$ cat src/rtl/mag_comp_pkg.sv
// -----------------------------------------------------------------------------
// mag_comp_pkg
//   Shared definitions for the minimum-magnitude stream tracker.
//   - state_e      : tracker FSM states (IDLE, ACC, HOLD)
//   - idx_width()  : width of the beat index / beat counter
//   - pass_bits()  : physical width of the payload ports (at least 1)
//   - key_all_ones(): all-ones key of a given width (second-minimum sentinel)
// -----------------------------------------------------------------------------
package mag_comp_pkg;

  typedef enum logic [1:0] {
    IDLE = 2'd0,
    ACC  = 2'd1,
    HOLD = 2'd2
  } state_e;

  // The beat counter saturates at MAX_FRAME and that value is also reported
  // as an index, so the field must be able to hold MAX_FRAME itself.
  function automatic int idx_width(input int max_frame);
    return (max_frame < 1) ? 1 : $clog2(max_frame + 1);
  endfunction

  // A zero-width payload still needs a 1-bit port.
  function automatic int pass_bits(input int pass_width);
    return (pass_width > 0) ? pass_width : 1;
  endfunction

  localparam int MAX_KEY_WIDTH = 64;

  function automatic logic [MAX_KEY_WIDTH-1:0] key_all_ones(input int w);
    logic [MAX_KEY_WIDTH-1:0] r;
    r = '0;
    for (int i = 0; i < MAX_KEY_WIDTH; i++) begin
      if (i < w) r[i] = 1'b1;
    end
    return r;
  endfunction

endpackage

$ cat src/rtl/mag_comp_CLA_nbit_comb_lt.sv
// -----------------------------------------------------------------------------
// mag_comp_CLA_nbit_comb_lt
//   Combinational unsigned "b < a" flag, KEY_WIDTH bits wide.
//   Flattened carry-lookahead form of the original 3-bit cp expression:
//     lt = g[n-1] | e[n-1]&g[n-2] | e[n-1]&e[n-2]&g[n-3] | ...
//   where g[i] = a[i] & ~b[i]  (a wins at bit i)
//         e[i] = ~(a[i] ^ b[i]) (bit i equal)
// Ports:
//   a_i  in  KEY_WIDTH  reference value
//   b_i  in  KEY_WIDTH  candidate value
//   lt_o out 1          1 when b_i < a_i (strict, unsigned)
// -----------------------------------------------------------------------------
module mag_comp_CLA_nbit_comb_lt #(
  parameter int KEY_WIDTH = 3
) (
  input  logic [KEY_WIDTH-1:0] a_i,
  input  logic [KEY_WIDTH-1:0] b_i,
  output logic                 lt_o
);

  logic [KEY_WIDTH-1:0] gen;
  logic [KEY_WIDTH-1:0] eq;

  assign gen = a_i & ~b_i;
  assign eq  = ~(a_i ^ b_i);

  // Each product term: bit i decides in favour of a, all higher bits equal.
  always_comb begin
    logic term;
    lt_o = 1'b0;
    for (int i = 0; i < KEY_WIDTH; i++) begin
      term = gen[i];
      for (int j = i + 1; j < KEY_WIDTH; j++) begin
        term = term & eq[j];
      end
      lt_o = lt_o | term;
    end
  end

endmodule

$ cat src/rtl/mag_comp_min_stream_tracker.sv
// -----------------------------------------------------------------------------
// mag_comp_min_stream_tracker
//   Scans a frame of KEY_WIDTH-bit reliability magnitudes, one per beat, and
//   reports the smallest key, its payload and its beat index (first beat = 0).
//   A new key replaces the current minimum only when strictly smaller, so
//   ties keep the earlier index.
//
//   Handshakes (both sides): a transfer happens on a rising clk edge where
//   valid and ready are both 1. in_ready is 1 in IDLE/ACC and 0 in HOLD; a
//   result is presented in HOLD with out_valid=1 and stays stable until
//   out_ready is seen, then the block returns to IDLE.
//
//   Optional build macro MAG_COMP_MIN_TRACK_SECOND_MIN_EN adds tracking of the
//   second-smallest entry (out_key2/out_pass2/out_idx2/out_second_vld).
//
// Ports:
//   clk, rst_n        clock, asynchronous active-low reset
//   in_valid/in_ready input beat handshake
//   in_key            magnitude to compare
//   in_pass           payload carried with the key (ignored if PASS_WIDTH=0)
//   in_last           final beat of the frame
//   out_valid/out_ready result handshake
//   out_key/out_pass/out_idx  minimum entry of the frame
//   out_frame_err     frame had more than MAX_FRAME beats
//   out_key2/out_pass2/out_idx2/out_second_vld  second minimum (macro only)
//   dbg_state         current FSM state, for observation
// -----------------------------------------------------------------------------
module mag_comp_min_stream_tracker
  import mag_comp_pkg::*;
#(
  parameter  int KEY_WIDTH  = 3,
  parameter  int PASS_WIDTH = 0,
  parameter  int MAX_FRAME  = 255,
  localparam int PW         = pass_bits(PASS_WIDTH),
  localparam int IDX_WIDTH  = idx_width(MAX_FRAME)
) (
  input  logic                 clk,
  input  logic                 rst_n,
  input  logic                 in_valid,
  output logic                 in_ready,
  input  logic [KEY_WIDTH-1:0] in_key,
  input  logic [PW-1:0]        in_pass,
  input  logic                 in_last,
  output logic                 out_valid,
  input  logic                 out_ready,
  output logic [KEY_WIDTH-1:0] out_key,
  output logic [PW-1:0]        out_pass,
  output logic [IDX_WIDTH-1:0] out_idx,
  output logic                 out_frame_err,
`ifdef MAG_COMP_MIN_TRACK_SECOND_MIN_EN
  output logic [KEY_WIDTH-1:0] out_key2,
  output logic [PW-1:0]        out_pass2,
  output logic [IDX_WIDTH-1:0] out_idx2,
  output logic                 out_second_vld,
`endif
  output state_e               dbg_state
);

  localparam logic [IDX_WIDTH-1:0] MAX_CNT = IDX_WIDTH'(MAX_FRAME);

  state_e               state_q;
  logic                 valid_q;
  logic [KEY_WIDTH-1:0] key_q;
  logic [PW-1:0]        pass_q;
  logic [IDX_WIDTH-1:0] idx_q;
  logic [IDX_WIDTH-1:0] cnt_q;
  logic [IDX_WIDTH-1:0] cnt_d;
  logic                 err_q;

  logic                 accept;
  logic                 at_max;
  logic                 new_lt_min;
  logic [PW-1:0]        pass_in;

  assign in_ready = (state_q != HOLD);
  assign accept   = in_valid & in_ready;

  // Payload is forced to zero when the design carries none.
  assign pass_in  = (PASS_WIDTH > 0) ? in_pass : '0;

  // Counter saturates: once MAX_FRAME beats are in, later replacements
  // report index MAX_FRAME and the frame is flagged.
  assign at_max   = (cnt_q == MAX_CNT);
  assign cnt_d    = at_max ? cnt_q : cnt_q + IDX_WIDTH'(1);

  mag_comp_CLA_nbit_comb_lt #(
    .KEY_WIDTH(KEY_WIDTH)
  ) u_lt_min (
    .a_i (key_q),
    .b_i (in_key),
    .lt_o(new_lt_min)
  );

`ifdef MAG_COMP_MIN_TRACK_SECOND_MIN_EN
  localparam logic [KEY_WIDTH-1:0] KEY_ONES = KEY_WIDTH'(key_all_ones(KEY_WIDTH));

  logic [KEY_WIDTH-1:0] key2_q;
  logic [PW-1:0]        pass2_q;
  logic [IDX_WIDTH-1:0] idx2_q;
  logic                 svld_q;
  logic                 new_lt_sec;

  mag_comp_CLA_nbit_comb_lt #(
    .KEY_WIDTH(KEY_WIDTH)
  ) u_lt_sec (
    .a_i (key2_q),
    .b_i (in_key),
    .lt_o(new_lt_sec)
  );

  assign out_key2       = key2_q;
  assign out_pass2      = pass2_q;
  assign out_idx2       = idx2_q;
  assign out_second_vld = svld_q;
`endif

  always_ff @(posedge clk or negedge rst_n) begin
    if (!rst_n) begin
      state_q <= IDLE;
      valid_q <= 1'b0;
      key_q   <= '0;
      pass_q  <= '0;
      idx_q   <= '0;
      cnt_q   <= '0;
      err_q   <= 1'b0;
`ifdef MAG_COMP_MIN_TRACK_SECOND_MIN_EN
      key2_q  <= '0;
      pass2_q <= '0;
      idx2_q  <= '0;
      svld_q  <= 1'b0;
`endif
    end else begin
      case (state_q)
        IDLE: begin
          // First beat always becomes the minimum, whatever its value.
          if (accept) begin
            key_q   <= in_key;
            pass_q  <= pass_in;
            idx_q   <= '0;
            cnt_q   <= IDX_WIDTH'(1);
            err_q   <= 1'b0;
`ifdef MAG_COMP_MIN_TRACK_SECOND_MIN_EN
            key2_q  <= KEY_ONES;
            pass2_q <= '0;
            idx2_q  <= '0;
            svld_q  <= 1'b0;
`endif
            if (in_last) begin
              state_q <= HOLD;
              valid_q <= 1'b1;
            end else begin
              state_q <= ACC;
            end
          end
        end

        ACC: begin
          if (accept) begin
            if (new_lt_min) begin
              key_q  <= in_key;
              pass_q <= pass_in;
              idx_q  <= cnt_q;
            end
`ifdef MAG_COMP_MIN_TRACK_SECOND_MIN_EN
            // Displaced minimum drops to second; otherwise a key that only
            // beats the second takes that slot.
            if (new_lt_min) begin
              key2_q  <= key_q;
              pass2_q <= pass_q;
              idx2_q  <= idx_q;
            end else if (new_lt_sec) begin
              key2_q  <= in_key;
              pass2_q <= pass_in;
              idx2_q  <= cnt_q;
            end
            svld_q <= 1'b1;
`endif
            cnt_q <= cnt_d;
            if (at_max) err_q <= 1'b1;
            if (in_last) begin
              state_q <= HOLD;
              valid_q <= 1'b1;
            end
          end
        end

        HOLD: begin
          if (out_ready) begin
            state_q <= IDLE;
            valid_q <= 1'b0;
            cnt_q   <= '0;
            err_q   <= 1'b0;
          end
        end

        default: begin
          state_q <= IDLE;
          valid_q <= 1'b0;
        end
      endcase
    end
  end

  assign out_valid     = valid_q;
  assign out_key       = key_q;
  assign out_pass      = pass_q;
  assign out_idx       = idx_q;
  assign out_frame_err = err_q;
  assign dbg_state     = state_q;

endmodule
$ cat config.mk
export PLATFORM = sky130hd
export DESIGN_NAME = mag_comp_min_stream_tracker
export DESIGN_NICKNAME = d
export VERILOG_FILES = /design/src/rtl/mag_comp_pkg.sv /design/src/rtl/mag_comp_CLA_nbit_comb_lt.sv /design/src/rtl/mag_comp_min_stream_tracker.sv
export SDC_FILE = /design/constraint.sdc
export NUM_CORES = 1
export LEC_CHECK = 0
export BUFFER_PORTS_ARGS = -buffer_cell sky130_fd_sc_hd__buf_2
export CORE_MARGIN = 2
export CORE_UTILIZATION = 56
export CTS_BUF_LIST = sky130_fd_sc_hd__clkbuf_4 sky130_fd_sc_hd__clkbuf_8
export CTS_CLUSTER_DIAMETER = 50
export CTS_CLUSTER_SIZE = 28
export DETAILED_ROUTE_END_ITERATION = 8
export HOLD_SLACK_MARGIN = 0.08
export PLACE_DENSITY_LB_ADDON = 0.1
export SYNTH_ARGS = -nofsm -noshare
export SYNTH_HDL_FRONTEND = slang
export SYNTH_SLANG_ARGS = --single-unit
$ cat constraint.sdc
create_clock -name clk -period 1.8 [get_ports clk]
set_input_delay 0.18 -clock clk [delete_from_list [all_inputs] [get_ports clk]]
set_output_delay 0.18 -clock clk [all_outputs]
set_load 0.02 [all_outputs]
==> results of run 1 <==
synth_stat cells, types with 2 or more instances:
| library cell | number | area share, % |
|---|---|---|
| sky130_fd_sc_hd__nand2_1 | 25 | 7.0 |
| sky130_fd_sc_hd__dfrtp_1 | 23 | 43 |
| sky130_fd_sc_hd__o21ai_0 | 19 | 7.1 |
| sky130_fd_sc_hd__ha_1 | 7 | 6.6 |
| sky130_fd_sc_hd__o211ai_1 | 7 | 3.9 |
| sky130_fd_sc_hd__nor2_1 | 6 | 1.7 |
| sky130_fd_sc_hd__clkbuf_1 | 5 | 1.4 |
| sky130_fd_sc_hd__inv_1 | 5 | 1.4 |
| sky130_fd_sc_hd__a21o_1 | 4 | 2.3 |
| sky130_fd_sc_hd__nand2b_1 | 4 | 1.9 |
| sky130_fd_sc_hd__nand3b_1 | 4 | 2.3 |
| sky130_fd_sc_hd__and3_1 | 3 | 1.4 |
| sky130_fd_sc_hd__nand4_1 | 3 | 1.4 |
| sky130_fd_sc_hd__buf_2 | 2 | 0.75 |
| sky130_fd_sc_hd__nand3_1 | 2 | 0.75 |
| sky130_fd_sc_hd__nand4b_1 | 2 | 1.3 |
| sky130_fd_sc_hd__nor2b_1 | 2 | 0.94 |
| sky130_fd_sc_hd__nor3_1 | 2 | 0.75 |
| sky130_fd_sc_hd__o22a_1 | 2 | 1.3 |
layer usage:
layer	vias to the layer above	GRT usage, %	wire (um)	part of all wire, %
met1	560	31.0	1320	47
met5	-	0	0	0
met4	0	14.1	55	1.9
met2	45	38.1	1290	46
met3	5	3.43	166	5.8
li1	579	-	-	-
cell type report:
cell class / count / area (um2)
multi-input cells: 110 / 702
fillers: 181 / 674
flip-flops and latches: 23 / 578
repair buffers: 32 / 198
well taps: 28 / 35.0
clock buffers: 3 / 22.5
inverters: 5 / 18.8
clock inverters: 1 / 5.00
placed cells by master (no fill, tap or decap), types with 2 or more instances in the layout:
cell and n:
sky130_fd_sc_hd__o211ai_1 7, sky130_fd_sc_hd__and3_1 3, sky130_fd_sc_hd__inv_1 5, sky130_fd_sc_hd__nand4_1 3, sky130_fd_sc_hd__nor2b_1 2, sky130_fd_sc_hd__nand3_1 2, sky130_fd_sc_hd__o22a_1 2, sky130_fd_sc_hd__nand2_1 25
sky130_fd_sc_hd__nand4b_1 2, sky130_fd_sc_hd__clkbuf_4 3, sky130_fd_sc_hd__nor3_1 2, sky130_fd_sc_hd__ha_2 3, sky130_fd_sc_hd__dfrtp_1 21, sky130_fd_sc_hd__a21o_1 4, sky130_fd_sc_hd__o21ai_0 17, sky130_fd_sc_hd__buf_2 23
sky130_fd_sc_hd__ha_1 4, sky130_fd_sc_hd__o21ai_1 2, sky130_fd_sc_hd__dfrtp_2 2, sky130_fd_sc_hd__nand2b_1 3, sky130_fd_sc_hd__nand3b_1 4, sky130_fd_sc_hd__buf_4 7, sky130_fd_sc_hd__nor2_1 6
worst paths after layout:
check | start | depth (start not counted) | end
setup / recovery | dbg_state[0] | 6 | cnt_q[0]
hold / removal | in_key[0] | 2 | out_key[0]
setup reg to reg | dbg_state[0] | 6 | cnt_q[0]
hold reg to reg | out_idx[3] | 2 | out_idx[3]
max in group asynchronous | rst_n | 2 | dbg_state[0]
min in group asynchronous | rst_n | 2 | out_key[1]
sequential cells by signal, summed over array words and instances, names as in the netlist:
| register | count |
|---|---|
| cnt_q | 8 |
| out_idx | 8 |
| out_key | 3 |
| dbg_state | 2 |
| out_frame_err | 1 |
| out_valid | 1 |
cells by family (layout without fill, tap and decap cells):
family	count (synthesis)	after routing	synth area share, %
AO/OA/AOI/OAI	43	43	21.3
flip-flops	23	23	43.2
AND/OR/NAND/NOR	58	58	22.9
buffers and inverters	14	41	4.97
adder cells (fa/ha/maj)	7	7	6.57
multiplexers	1	1	0.844
other	1	1	0.281
report_power, final:
group / switching (mW) / internal (mW)
clock: 0.165 / 0.0833
sequential: 0.0739 / 0.611
combinational: 0.617 / 0.427
what timing repair did:
item                                   in CTS  in global routing
pin swaps                                   1                  0
hold buffers                                1                  0
gates resized for setup                     1                  5
endpoints found under the hold margin      23                  0
setup endpoints to repair                   1                 13
stage by stage:
| step | utilization (%) | TNS, ns | power (mW) |
|---|---|---|---|
| global placement | 67.7 | 0 | 1.68 |
| finish | 69.8 | 0 | 1.98 |
| floorplan | - | 0 | 1.38 |
| detailed placement | 67.7 | 0 | 1.71 |
| global route | 69.8 | -0.0143 | 2.13 |
| CTS | 69.5 | 0 | 1.96 |
==> results list, run 1 <==
* Outcome: completed
- Count of routing violations after the opening detailed-route iteration: 32
- Setup violations remaining at the end of the flow were counted as 0.
- Element type at the critical path start: register
* Die X-Extent: 52.8 um
- The core region is 2230 um2.
* Post-detailed-placement half-perimeter wirelength: 2.05 mm
- Post-Place Cell Area: 1510 um2
- The worst setup path is captured at a register.
- Number of slew-limit violations in the final report: 0
* Power Dens Cells: 1270 nW/um2
* GRT Resource Usage Total: 24.1%
- The post-route netlist has 25.3% of its cells at a drive strength greater than 1.
* Buffer depth of the longest clock path: 2
- Number of buffers and inverters on the critical path: 1
* Peak ir drop on the vdd network: 0.000984 V
- Last weighted congestion value of the routability-driven placer: 0.824
* Number of cell rows: 17
- For this run, the slowest stage of the critical path takes 0.52 ns.
- Pin placement for this block handled 26 I/O pins.
* Number of cells in the design after placement: 197
- Ys Warns: 0
* Number of antenna violations at the first check in global routing: 0
- Timing analysis after detailed placement gives a worst setup slack of 0.0100 ns.
- Count of max-cap constraint violations: 0
* Total CTS buffers: 3
* Post-Syn Instances: 147
- Pin count of the biggest net entering global routing: 24
- Setup repair after global routing could not meet its margin everywhere.
* Post-DR wirelength/cell: 14.1 um
- The worst register-to-register path has a setup slack of 0.05 ns.
- Net count of the mapped netlist: 163
- The first global-routing pass estimated 4.95 mm of wire.
* Crit share post-route: 96.9%
- In this run the number of H-tree levels came out at 1.
* Clock edge transition at the registers on the reported setup and hold paths: 0.13 ns
- Floorplan die height: 52.8 um
- Share of flip-flops with an asynchronous set or reset after synthesis: 100%
- Post-synth design cell area: 1330 um2
* Final antenna-violating net count: 0
- STA puts the critical path data required time at 2.06 ns.
- Setup slack closes at 0.0549 ns.
* Die Area: 2790 um2
- Derived from the worst setup path, the maximum achievable clock frequency is 573 MHz.
- On the final layout, the worst hold slack is 0.0953 ns.
- Via total after detailed routing: 1189
- Detail-routed via count per cell: 5.89
- In this run, distinct cell masters in the synthesized netlist total 39.
* Source-to-sink clock delay at the later pin of the worst-skew pair: 0.32 ns
- Register bit total from synthesis: 23
- Summed over all layers, the routed wires come to 2.84 mm.
- Clock tree synthesis found a total of 23 sinks.
* Endpoints failing hold: 0
- Crit-path slowest cell: sky130_fd_sc_hd__or4_1
- Final Non-Filler Cells: 202
- Initial standard-cell utilization of the core: 59.7%
- Walking the worst path, the cells encountered are inv_1 -> ha_2 -> nor2b_4 -> o31a_1 -> or4_1 -> nand3_1.
- The total overflow left after global routing is 0.
- The first detailed-routing pass ran for 5 iterations.
* # port buffers: 23
- Once the clock tree was built, the setup fixing pass inserted 0 buffers.
- Tightest Pin Transition: 0.534 ns
* Worst min-delay path class: in2reg
* Share of synthesized area occupied by flip-flops and latches: 43.2%
* Relative slew slack: 63.5%
* Min cycle time layout: 1.75 ns
* Layout Cell Area excl Fill: 1560 um2
- Number of global-route vias before repair: 1176
- Setup skew after layout: 0.00169 ns
- The critical path in this run is classified as reg2reg.
- Cell chosen for the clock root: sky130_fd_sc_hd__clkbuf_4
- Cell leakage power: 0.713 nW
* P&R area growth vs syn: 16.9%
- A synthesized cell averages 9.07 um2.
- In this run, synthesis inferred 0 flip-flops with an integrated enable.
- Crit-path max FO: 5
- Grouping stages by cell kind, the critical path spends the most delay in simple AND/OR/NAND/NOR gates.
* Fin nets: 191
- Among all flip-flop cells after synthesis, the most frequent one is sky130_fd_sc_hd__dfrtp_1.
- At the worst endpoint, the arrival time is 2.01 ns.
- Antenna Cells: 0
- CTS tree: built
- After detailed routing, the number of remaining DRC violations is 0.
Power figures use the tool's default switching activity.
==> inputs of run 2 (changes only) <==
--- a/config.mk
+++ b/config.mk
@@ -14,6 +14,7 @@
 export DETAILED_ROUTE_END_ITERATION = 8
 export HOLD_SLACK_MARGIN = 0.08
 export PLACE_DENSITY_LB_ADDON = 0.1
+export RECOVER_POWER = 25
 export SYNTH_ARGS = -nofsm -noshare
 export SYNTH_HDL_FRONTEND = slang
 export SYNTH_SLANG_ARGS = --single-unit
==> run 2 against run 1 <==
Net effect: final cell count is the same; sequential cell count unchanged; first-iteration DRC count did not move; critical path type unchanged; critical endpoint unchanged; largest cell class unchanged; largest power group unchanged.
==> results list, run 2 (synthesized netlist as in run 1, its figures left out) <==
- The area added between synthesis and finish is 16.8% (was 16.9%).
- The initial DRC count was 32 (unchanged).
- Clk sinks: 23 (unchanged)
- Final worst-path setup slack: 0.0532 ns (was 0.0549 ns)
* Final antenna-violating net count: 0 (unchanged)
* Element type at the critical path start: register (unchanged)
- The final cell area excluding filler cells came to 1560 um2 (about the same).
- Required time at the endpoint of the critical path: 2.06 ns (about the same)
- Overflow after GRT: 0 (unchanged)
- GRT Resource Usage Total: 24.1% (unchanged)
- The routed wirelength normalized by instance count is 14.0 um (was 14.1 um).
* Number of antenna violations at the first check in global routing: 0 (unchanged)
- The total CTS buffers came to 3 (unchanged).
- Count of max-cap constraint violations: 0 (unchanged)
- Outcome: completed (unchanged).
- The clock latency at the later pin of the worst-skew pair is 0.32 ns (about the same).
- Overall power of the completed layout: 1.98 mW (about the same)
- Last weighted congestion value of the routability-driven placer: 0.824 (unchanged)
* CTS tree: built (unchanged)
* Via total after detailed routing: 1188 (was 1189)
* Proportion of layout cells with a drive suffix above 1: 24.7% (was 25.3%)
- Leading cell types in the layout, fill and taps excluded: 25 x sky130_fd_sc_hd__nand2_1, 22 x sky130_fd_sc_hd__buf_2, 21 x sky130_fd_sc_hd__dfrtp_1, 17 x sky130_fd_sc_hd__o21ai_0 (was 25 x sky130_fd_sc_hd__nand2_1, 23 x sky130_fd_sc_hd__buf_2, 21 x sky130_fd_sc_hd__dfrtp_1, 17 x sky130_fd_sc_hd__o21ai_0)
- Cell leakage power: 0.710 nW (was 0.713 nW)
* Crit share post-route: 97.0% (was 96.9%)
* Post-detailed-placement half-perimeter wirelength: 2.05 mm (unchanged)
- Min cycle time layout: 1.75 ns (about the same)
- The remaining routing DRC violations was 0 (unchanged).
- Endpoints failing hold: 0 (unchanged)
* Setup skew after layout: 0.00297 ns (was 0.00169 ns)
* End point of the most critical hold path: out_key[0] (unchanged)
- Initial standard-cell utilization of the core: 59.7% (unchanged)
* Antenna Cells: 0 (unchanged)
- Floorplan die height: 52.8 um (unchanged)
* Most frequent standard cell in the layout excluding fill and tap cells: sky130_fd_sc_hd__nand2_1 (unchanged)
- The clock transition at the register clock pins on the worst setup and hold paths after CTS is 0.13 ns (about the same).
* Number of cell rows: 17 (unchanged)
- Kind of critical path: reg2reg (unchanged)
- Relative slew slack: 17.0% (was 63.5%)
* Unrepaired setup endpoints after global routing: yes (unchanged)
* Post-Place Cell Area: 1510 um2 (unchanged)
- The class of the tightest hold or removal check is in2reg (unchanged).
- The port buffer count was 23 (unchanged).
- FF/Latch Area: 578 um2 (unchanged)
- The final-report setup violation count is 0 (unchanged).
* Detail-routed via count per cell: 5.88 (was 5.89)
- Power Dens Cells: 1270 nW/um2 (about the same)
- Detailed-routing iteration count for the pre-antenna-repair pass: 4 (was 5)
* Maximum achievable frequency: 572 MHz (was 573 MHz)
- The number of H-tree levels came to 1 (unchanged).
- The layout filler cell count was 182 (was 181).
- The reg-to-reg critical path startpoint is dbg_state[0] (unchanged).
- The largest net degree at the start of global routing is 24 (unchanged).
- The area of the core came to 2230 um2 (unchanged).
- Tightest Pin Transition: 1.25 ns (was 0.534 ns)
- The worst min-delay path startpoint is in_key[0] (unchanged).
* Buffer depth of the longest clock path: 2 (unchanged)
- Wire length of the first global-routing pass: 4.95 mm (unchanged)
- Worst Reg2Reg Path Length in Cells: 6 (unchanged)
* Setup TNS Final: 0 ns (unchanged)
* Critical Path End Type: register (unchanged)
- The maximum vdd ir drop was 0.000984 V (about the same).
- The clock tree root buffer cell is sky130_fd_sc_hd__clkbuf_4 (unchanged).
* Multi-input logic area: 702 um2 (unchanged)
- The full die area came to 2790 um2 (unchanged).
- The total length of routed wires came to 2.83 mm (was 2.84 mm).
* R2R Setup Slk: 0.05 ns (about the same)
- The via count of the first global-routing pass is 1176 (unchanged).
- Number of I/O pins: 26 (unchanged)
* Setup repair bufs after CTS: 0 (unchanged)
* Cell depth of the worst min-delay path: 2 (unchanged)
- The die span in x is 52.8 um (unchanged).
- The destination of the worst register-to-register timing path is cnt_q[0] (unchanged).
- Crit-path max FO: 5 (unchanged)
* Number of slew-limit violations in the final report: 0 (unchanged)
* Setup slack after placement: 0.0100 ns (unchanged)
- Fin nets: 191 (unchanged)
* Signal arrival time at the worst endpoint: 2.01 ns (about the same)
==> run 2: cell types whose count changed in the layout (fill, tap and decap cells not counted), sizes merged <==
cell    change
buf         -1
clkbuf      +1
==> run 2: repair_timing <==
item / CTS / global route
setup endpoints to repair: 1 / 13
hold buffers: 1 / 0
resized for setup: 1 / 5
pin swaps: 1 / 0
cloned: 0 / 0
endpoints found under the hold margin: 23 / 0
==> run 2: layout make-up <==
cell class / count / area share, %
clock inverter: 1 / 0.321
timing repair buffer: 32 / 12.6
inverter: 5 / 1.20
clock buffer: 3 / 1.45
tap: 28 / 2.25
sequential: 23 / 37.1
multi-input combinational: 110 / 45.1
==> run 2: routing by layer <==
layer / global-route usage (%) / vias up / part of all wire, %
li1: - / 578 / -
met1: 31.0 / 560 / 47
met2: 38.1 / 45 / 46
met3: 3.43 / 5 / 5.8
met4: 14.1 / 0 / 1.8
met5: 0 / - / 0
==> run 2: worst max path at each step <==
stage                     depth (start not counted)          to  slack [ns]          from
final                                             6    cnt_q[0]        0.05  dbg_state[0]
after global routing                              6  out_idx[1]       -0.01  dbg_state[1]
after CTS                                         6    cnt_q[0]        0.02  dbg_state[0]
after detailed placement                          7  out_idx[1]        0.01  dbg_state[0]
after global placement                            7  out_idx[1]        0.09  dbg_state[0]
after floorplan                                   6    cnt_q[0]        0.06  dbg_state[0]
==> run 2: through the flow <==
stage / hold slack, ns / utilization, % / instances
final: 0.0958 / 69.7 / 202
after global routing: 0.0983 / 69.7 / 202
after CTS: 0.0931 / 69.5 / 202
after detailed placement: 0.181 / 67.7 / 197
after global placement: 0.176 / 67.7 / 197
after floorplan: -0.116 / - / 147
==> run 2: where the power goes <==
part           total (mW)  internal [mW]  switching (mW)
combinational        1.04          0.427           0.617
sequential          0.685          0.611          0.0739
clock               0.247         0.0832           0.164
total                1.98           1.12           0.855
==> run 2: critical path: stages (launching register included) <==
cell and delay, ns:
sky130_fd_sc_hd__dfrtp_2 0.42, sky130_fd_sc_hd__inv_1 0.07, sky130_fd_sc_hd__ha_2 0.20, sky130_fd_sc_hd__nor2b_4 0.14, sky130_fd_sc_hd__o31a_1 0.24, sky130_fd_sc_hd__or4_1 0.52, sky130_fd_sc_hd__nand3_1 0.09
